$ cat src/rtl/cmp_branch_resolver_if.sv
// Branch request / result handshake bundle between the issuing stage
// and the branch resolver.
interface cmp_branch_resolver_if #(
  parameter int ADDR_W = 10
);
  logic              br_valid;
  logic              br_ready;
  logic [2:0]        br_cond;
  logic [ADDR_W-1:0] br_pc;
  logic [ADDR_W-1:0] br_off;
  logic              res_valid;
  logic              res_ready;
  logic              res_taken;
  logic [ADDR_W-1:0] res_target;

  modport master (
    output br_valid, br_cond, br_pc, br_off, res_ready,
    input  br_ready, res_valid, res_taken, res_target
  );

  modport slave (
    input  br_valid, br_cond, br_pc, br_off, res_ready,
    output br_ready, res_valid, res_taken, res_target
  );
endinterface

$ cat src/rtl/cmp_branch_resolver.sv
// Latches comparator flags and resolves branch requests against them,
// producing taken/next-PC one cycle after acceptance.
module cmp_branch_resolver #(
  parameter int ADDR_W = 10,
  parameter int CNT_W  = 16
) (
  input  logic                 clk,
  input  logic                 rst,
  input  logic                 flag_we,
  input  logic                 above,
  input  logic                 equal,
  input  logic                 below,
  cmp_branch_resolver_if.slave br,
  output logic [2:0]           flags_q,
  output logic                 flag_err,
  output logic [CNT_W-1:0]     taken_cnt
);

  logic              res_valid_q, res_valid_d;
  logic              res_taken_q, res_taken_d;
  logic [ADDR_W-1:0] res_target_q, res_target_d;
  logic [2:0]        flags_d;
  logic              flag_err_q, flag_err_d;
  logic [CNT_W-1:0]  taken_cnt_q, taken_cnt_d;
  logic [2:0]        eff;
  logic              cond_ok;
  logic              accept;
  logic              in_onehot;

  assign br.br_ready  = !res_valid_q || br.res_ready;
  assign br.res_valid = res_valid_q;
  assign br.res_taken = res_taken_q;
  assign br.res_target = res_target_q;
  assign flag_err     = flag_err_q;
  assign taken_cnt    = taken_cnt_q;

  assign accept = br.br_valid && br.br_ready;

  always_comb begin
    // Forward incoming flags so a same-cycle compare never goes stale.
    eff     = flag_we ? {above, equal, below} : flags_q;
    cond_ok = 1'b0;
    unique case (br.br_cond)
      3'b000: cond_ok = 1'b1;
      3'b001: cond_ok = eff[1];
      3'b010: cond_ok = eff[2] | eff[0];
      3'b011: cond_ok = eff[2];
      3'b100: cond_ok = eff[0];
      3'b101: cond_ok = eff[2] | eff[1];
      3'b110: cond_ok = eff[0] | eff[1];
      3'b111: cond_ok = 1'b0;
    endcase
  end

  always_comb begin
    in_onehot = ({above, equal, below} == 3'b100)
             || ({above, equal, below} == 3'b010)
             || ({above, equal, below} == 3'b001);
    flags_d    = flags_q;
    flag_err_d = flag_err_q;
    if (flag_we) begin
      flags_d    = {above, equal, below};
      flag_err_d = flag_err_q | !in_onehot;
    end
  end

  always_comb begin
    res_valid_d  = res_valid_q;
    res_taken_d  = res_taken_q;
    res_target_d = res_target_q;
    taken_cnt_d  = taken_cnt_q;
    if (accept) begin
      res_valid_d  = 1'b1;
      res_taken_d  = cond_ok;
      res_target_d = br.br_pc + ADDR_W'(1)
                   + (cond_ok ? br.br_off : '0);
      if (cond_ok && taken_cnt_q != '1)
        taken_cnt_d = taken_cnt_q + CNT_W'(1);
    end else if (br.res_ready) begin
      res_valid_d = 1'b0;
    end
  end

  always_ff @(posedge clk) begin
    if (rst) begin
      flags_q      <= '0;
      flag_err_q   <= 1'b0;
      res_valid_q  <= 1'b0;
      res_taken_q  <= 1'b0;
      res_target_q <= '0;
      taken_cnt_q  <= '0;
    end else begin
      flags_q      <= flags_d;
      flag_err_q   <= flag_err_d;
      res_valid_q  <= res_valid_d;
      res_taken_q  <= res_taken_d;
      res_target_q <= res_target_d;
      taken_cnt_q  <= taken_cnt_d;
    end
  end

endmodule

$ cat src/flat_wrapper.sv
// flat-port wrapper written by rule: the top's interface ports become plain ports
module cmp_branch_resolver_flat 
#(
  parameter int ADDR_W = 10,
  parameter int CNT_W  = 16
)
  (clk, rst, flag_we, above, equal, below, flags_q, flag_err, taken_cnt, br_br_valid, br_br_cond, br_br_pc, br_br_off, br_res_ready, br_br_ready, br_res_valid, br_res_taken, br_res_target);
  cmp_branch_resolver_if #(.ADDR_W(ADDR_W)) br_i ();
  input  logic clk;
  input  logic rst;
  input  logic flag_we;
  input  logic above;
  input  logic equal;
  input  logic below;
  output logic [2:0] flags_q;
  output logic flag_err;
  output logic [CNT_W-1:0] taken_cnt;
  input wire logic [$bits(br_i.br_valid)-1:0] br_br_valid;
  input wire logic [$bits(br_i.br_cond)-1:0] br_br_cond;
  input wire logic [$bits(br_i.br_pc)-1:0] br_br_pc;
  input wire logic [$bits(br_i.br_off)-1:0] br_br_off;
  input wire logic [$bits(br_i.res_ready)-1:0] br_res_ready;
  output wire logic [$bits(br_i.br_ready)-1:0] br_br_ready;
  output wire logic [$bits(br_i.res_valid)-1:0] br_res_valid;
  output wire logic [$bits(br_i.res_taken)-1:0] br_res_taken;
  output wire logic [$bits(br_i.res_target)-1:0] br_res_target;
  assign br_i.br_valid = br_br_valid;
  assign br_i.br_cond = br_br_cond;
  assign br_i.br_pc = br_br_pc;
  assign br_i.br_off = br_br_off;
  assign br_i.res_ready = br_res_ready;
  assign br_br_ready = br_i.br_ready;
  assign br_res_valid = br_i.res_valid;
  assign br_res_taken = br_i.res_taken;
  assign br_res_target = br_i.res_target;
  cmp_branch_resolver #(.ADDR_W(ADDR_W), .CNT_W(CNT_W)) u_core (.clk(clk), .rst(rst), .flag_we(flag_we), .above(above), .equal(equal), .below(below), .br(br_i), .flags_q(flags_q), .flag_err(flag_err), .taken_cnt(taken_cnt));
endmodule
$ cat config.mk
export PLATFORM = sky130hd
export DESIGN_NAME = cmp_branch_resolver_flat
export DESIGN_NICKNAME = d
export VERILOG_FILES = /design/src/rtl/cmp_branch_resolver_if.sv /design/src/rtl/cmp_branch_resolver.sv /design/src/flat_wrapper.sv
export SDC_FILE = /design/constraint.sdc
export NUM_CORES = 1
export LEC_CHECK = 0
export CAP_MARGIN = 40
export CELL_PAD_IN_SITES_DETAIL_PLACEMENT = 0
export CELL_PAD_IN_SITES_GLOBAL_PLACEMENT = 1
export CORE_MARGIN = 10
export CORE_UTILIZATION = 35
export CTS_CLUSTER_DIAMETER = 40
export DETAILED_ROUTE_END_ITERATION = 10
export PLACE_DENSITY = 0.87
export SLEW_MARGIN = 20
export SYNTH_ARGS = -nofsm -noshare
export SYNTH_HDL_FRONTEND = slang
export SYNTH_SLANG_ARGS = --single-unit
$ cat constraint.sdc
create_clock -name clk -period 10.3 [get_ports clk]
set_input_delay 2.06 -clock clk [delete_from_list [all_inputs] [get_ports clk]]
set_output_delay 2.06 -clock clk [all_outputs]
set_load 0.02 [all_outputs]
==> run metrics <==
run status complete, no violations; origin of the critical flop-to-flop path u_core.flags_q[1]; top cell type's share of synthesized area 35.3%; number of gates given a new drive strength after cts 0; setup repair after global routing missed its margin no; worst-margin pin slew 0.450 ns; crit path max fanout 20; post-synthesis cell area roughly 1800 um^2; final critical-path required period between 5 and 6 ns; Vert. Die Dim 92.0 um; Post-Synthesis Cells 220; Final Slew Violations 0; Vias per Instance 4.85; Post-Route WL 4760 um; clock tree from TritonCTS built; #FFs+latches synth 32; worst skew pair latency 0.28 ns; commonest non-fill, non-tap cell in the layout sky130_fd_sc_hd__clkdlybuf4s50_1; post-synth top area cell sky130_fd_sc_hd__dfxtp_1; via count of the first global-routing pass approximately 1700; placement row count 26; Sinks on Clock Net 32; PD cells 123 nW/um^2; Worst Hold Slack 0.457 ns; ys async rst share 0%; FF+latch area 641 um^2; unique cell type count in the Yosys netlist 39; wire length of the first global-routing pass 7970 um; setup slack after placement ~4.6 ns; standby leakage power slightly below 1 nW; number of antenna violations at the first check in global routing 0; setup fix buffers added after clock tree synthesis 0; worst hold path class flop to flop; Routed WL per cell 13.4 um; worst setup skew after layout approximately 0.0059 ns; number of warnings reported in the yosys synthesis log 0; clk slew on worst S/H paths about 0.07 ns; DP HPWL 3720 um; synthesized area per cell slightly above 8 um^2; total global routing track utilization between 10% and 20%; required time at the worst-slack endpoint 10.53 ns; worst hold endpoint u_core.br.res_target[7]; cts hold-fix bufs 0; worst path arrival time 5.62 ns; Worst R2R End u_core.br.res_target[8]; starting DRC count in detailed routing between 40 and 50; share of final-layout standard cells stronger than drive strength 1 6.29%; share of the cycle needed by the critical path after routing a little over half; total setup violations reported at the end of the flow 0; post-route worst setup slack 4.91 ns; Final nets around 330; part of the Yosys area used for sequential elements between 30% and 40%; Slew Limit Headroom about 70%; worst-case register-to-register setup slack 7.05 ns; ranking of synthesized cells by area sky130_fd_sc_hd__dfxtp_1, sky130_fd_sc_hd__xnor2_1, sky130_fd_sc_hd__ha_1; IO Pins 64; n_diodes 0; H-tree level count 2; pin count of the biggest net entering global routing 36; kind of start point of the critical path primary input; First-pass DRT Iterations 4; Synth Net Count 262; final total negative setup slack 0 ns; number of cells on the worst reg-to-reg path 13; multi-input logic area 1110 um^2; floorplan die area 8460 um^2; input/output buffers between 60 and 70; maximum frequency from static timing analysis 0.185 GHz; die outline width slightly above 90 um; maximum ir drop on the vdd rail 52.3 uV; CTS buffer count 5; nature of the critical path endpoint flop; aggregate global routing overflow 0; global placer's final weighted congestion 0.783; number of remaining DRC errors 0; commonest cells after routing, fill and taps aside sky130_fd_sc_hd__clkdlybuf4s50_1, sky130_fd_sc_hd__dfxtp_1, sky130_fd_sc_hd__nor2_1, sky130_fd_sc_hd__xnor2_1, sky130_fd_sc_hd__nand2_1; cell at the root of the clock tree sky130_fd_sc_hd__clkbuf_8; number of enable flip-flop cells after synthesis 0; maximum capacitance violations 0; filler instances 508; most used flip-flop cell after synthesis sky130_fd_sc_hd__dfxtp_1; remaining antenna violation count after routing 0; Min-Delay Path Depth 2; Worst Setup Path Type primary input to flop; detailed-route via count 1725; relative area change from synthesis to final layout 45.2%; largest buffer count on any clock path 2; Floorplan Core Area ~5000 um^2; effective utilization at floorplan between 30 and 40%; count of final hold-check violations 0; beginning of the worst hold path u_core.br.res_target[7]; Finished Core Util 51.9%
[routing by layer]
metal,global-route usage [%],wire [um],up-vias
met5,0,0,-
li1,-,-,894
met3,3.67,218,5
met4,3.86,50,0
met2,18.1,2230,36
met1,14.0,2260,790
[logic make-up (layout without fill, tap and decap cells)]
logic type	count (synthesis)	after routing	share of synthesized area, %
and+or+nand+nor	100	100	28.2
AOI/OAI and AO/OA	36	36	13.0
DFF	32	32	35.3
xor gates and xnor gates	21	21	10.1
buffers and inverters	17	83	3.66
adders and majority gates	11	11	8.01
muxes	3	3	1.66
[report_power, final]
group          internal, mW  switching (mW)
Combinational        0.0441          0.0441
Clock                0.0533          0.0481
Sequential            0.130         0.00400
[cell usage after synthesis, types with 2 or more instances]
library cell / n
sky130_fd_sc_hd__a21oi_1: 12
sky130_fd_sc_hd__nand3_1: 7
sky130_fd_sc_hd__nand2_1: 17
sky130_fd_sc_hd__and2_1: 2
sky130_fd_sc_hd__nand4_1: 4
sky130_fd_sc_hd__nor3b_1: 2
sky130_fd_sc_hd__a31oi_1: 2
sky130_fd_sc_hd__xor2_1: 2
sky130_fd_sc_hd__a21o_1: 3
sky130_fd_sc_hd__and4_1: 3
sky130_fd_sc_hd__nand2b_1: 3
sky130_fd_sc_hd__dfxtp_1: 32
sky130_fd_sc_hd__nor2b_1: 9
sky130_fd_sc_hd__a211oi_1: 3
sky130_fd_sc_hd__nor4_1: 3
sky130_fd_sc_hd__o21ai_0: 7
sky130_fd_sc_hd__nand3b_1: 4
sky130_fd_sc_hd__inv_1: 8
sky130_fd_sc_hd__clkbuf_1: 7
sky130_fd_sc_hd__nor2_1: 28
sky130_fd_sc_hd__o21a_1: 2
sky130_fd_sc_hd__xnor2_1: 19
sky130_fd_sc_hd__o211ai_1: 2
sky130_fd_sc_hd__or2_2: 2
sky130_fd_sc_hd__ha_1: 10
sky130_fd_sc_hd__nor3_1: 11
sky130_fd_sc_hd__buf_2: 2
sky130_fd_sc_hd__mux2i_1: 3
[worst max-delay path, cell delays in order]
cell and delay [ns]:
sky130_fd_sc_hd__clkdlybuf4s50_1 0.57, sky130_fd_sc_hd__mux2i_1 0.31, sky130_fd_sc_hd__o211ai_1 0.19, sky130_fd_sc_hd__a211oi_4 0.45, sky130_fd_sc_hd__buf_8 0.23, sky130_fd_sc_hd__nand2b_1 0.13, sky130_fd_sc_hd__ha_1 0.18, sky130_fd_sc_hd__fa_1 0.21
sky130_fd_sc_hd__nor2b_1 0.06, sky130_fd_sc_hd__o21a_1 0.18, sky130_fd_sc_hd__o211ai_1 0.20, sky130_fd_sc_hd__a31oi_1 0.12, sky130_fd_sc_hd__or4b_2 0.62, sky130_fd_sc_hd__nand3_1 0.09
[flip-flops by register name (all words and copies together) (netlist names)]
register,cells
u_core.br.res_taken,1
u_core.br.res_target,10
u_core.br.res_valid,1
u_core.flag_err,1
u_core.flags_q,3
u_core.taken_cnt,16
[worst max-delay path by stage]
| stage | startpoint | to | slack [ns] | cells past startpoint |
|---|---|---|---|---|
| 6_report | flag_we | u_core.br.res_target[8] | 4.91 | 14 |
| 5_1_grt | flag_we | u_core.br.res_target[9] | 4.63 | 14 |
| 4_1_cts | flag_we | u_core.br.res_target[8] | 4.91 | 14 |
| 3_5_place_dp | flag_we | u_core.br.res_target[8] | 4.62 | 14 |
| 3_3_place_gp | flag_we | u_core.br.res_target[8] | 4.42 | 13 |
| 2_1_floorplan | flag_we | u_core.br.res_target[8] | 5.43 | 12 |
[through the flow]
step	instance area, um^2	total power, mW	std cells
2_1_floorplan	1810	0.188	220
3_3_place_gp	2520	0.224	347
3_5_place_dp	2540	0.226	348
4_1_cts	2630	0.329	356
5_1_grt	2630	0.345	356
6_report	2630	0.324	356
[area by class of cell]
cell class | instances | share of cell area, %
sequential | 32 | 24.3
timing repair buffer | 67 | 25.4
multi-input combinational | 171 | 42.3
inverter | 8 | 1.14
tap | 70 | 3.33
clock inverter | 2 | 0.380
clock buffer | 6 | 3.14
No activity file was read; power rests on OpenSTA's default activity.
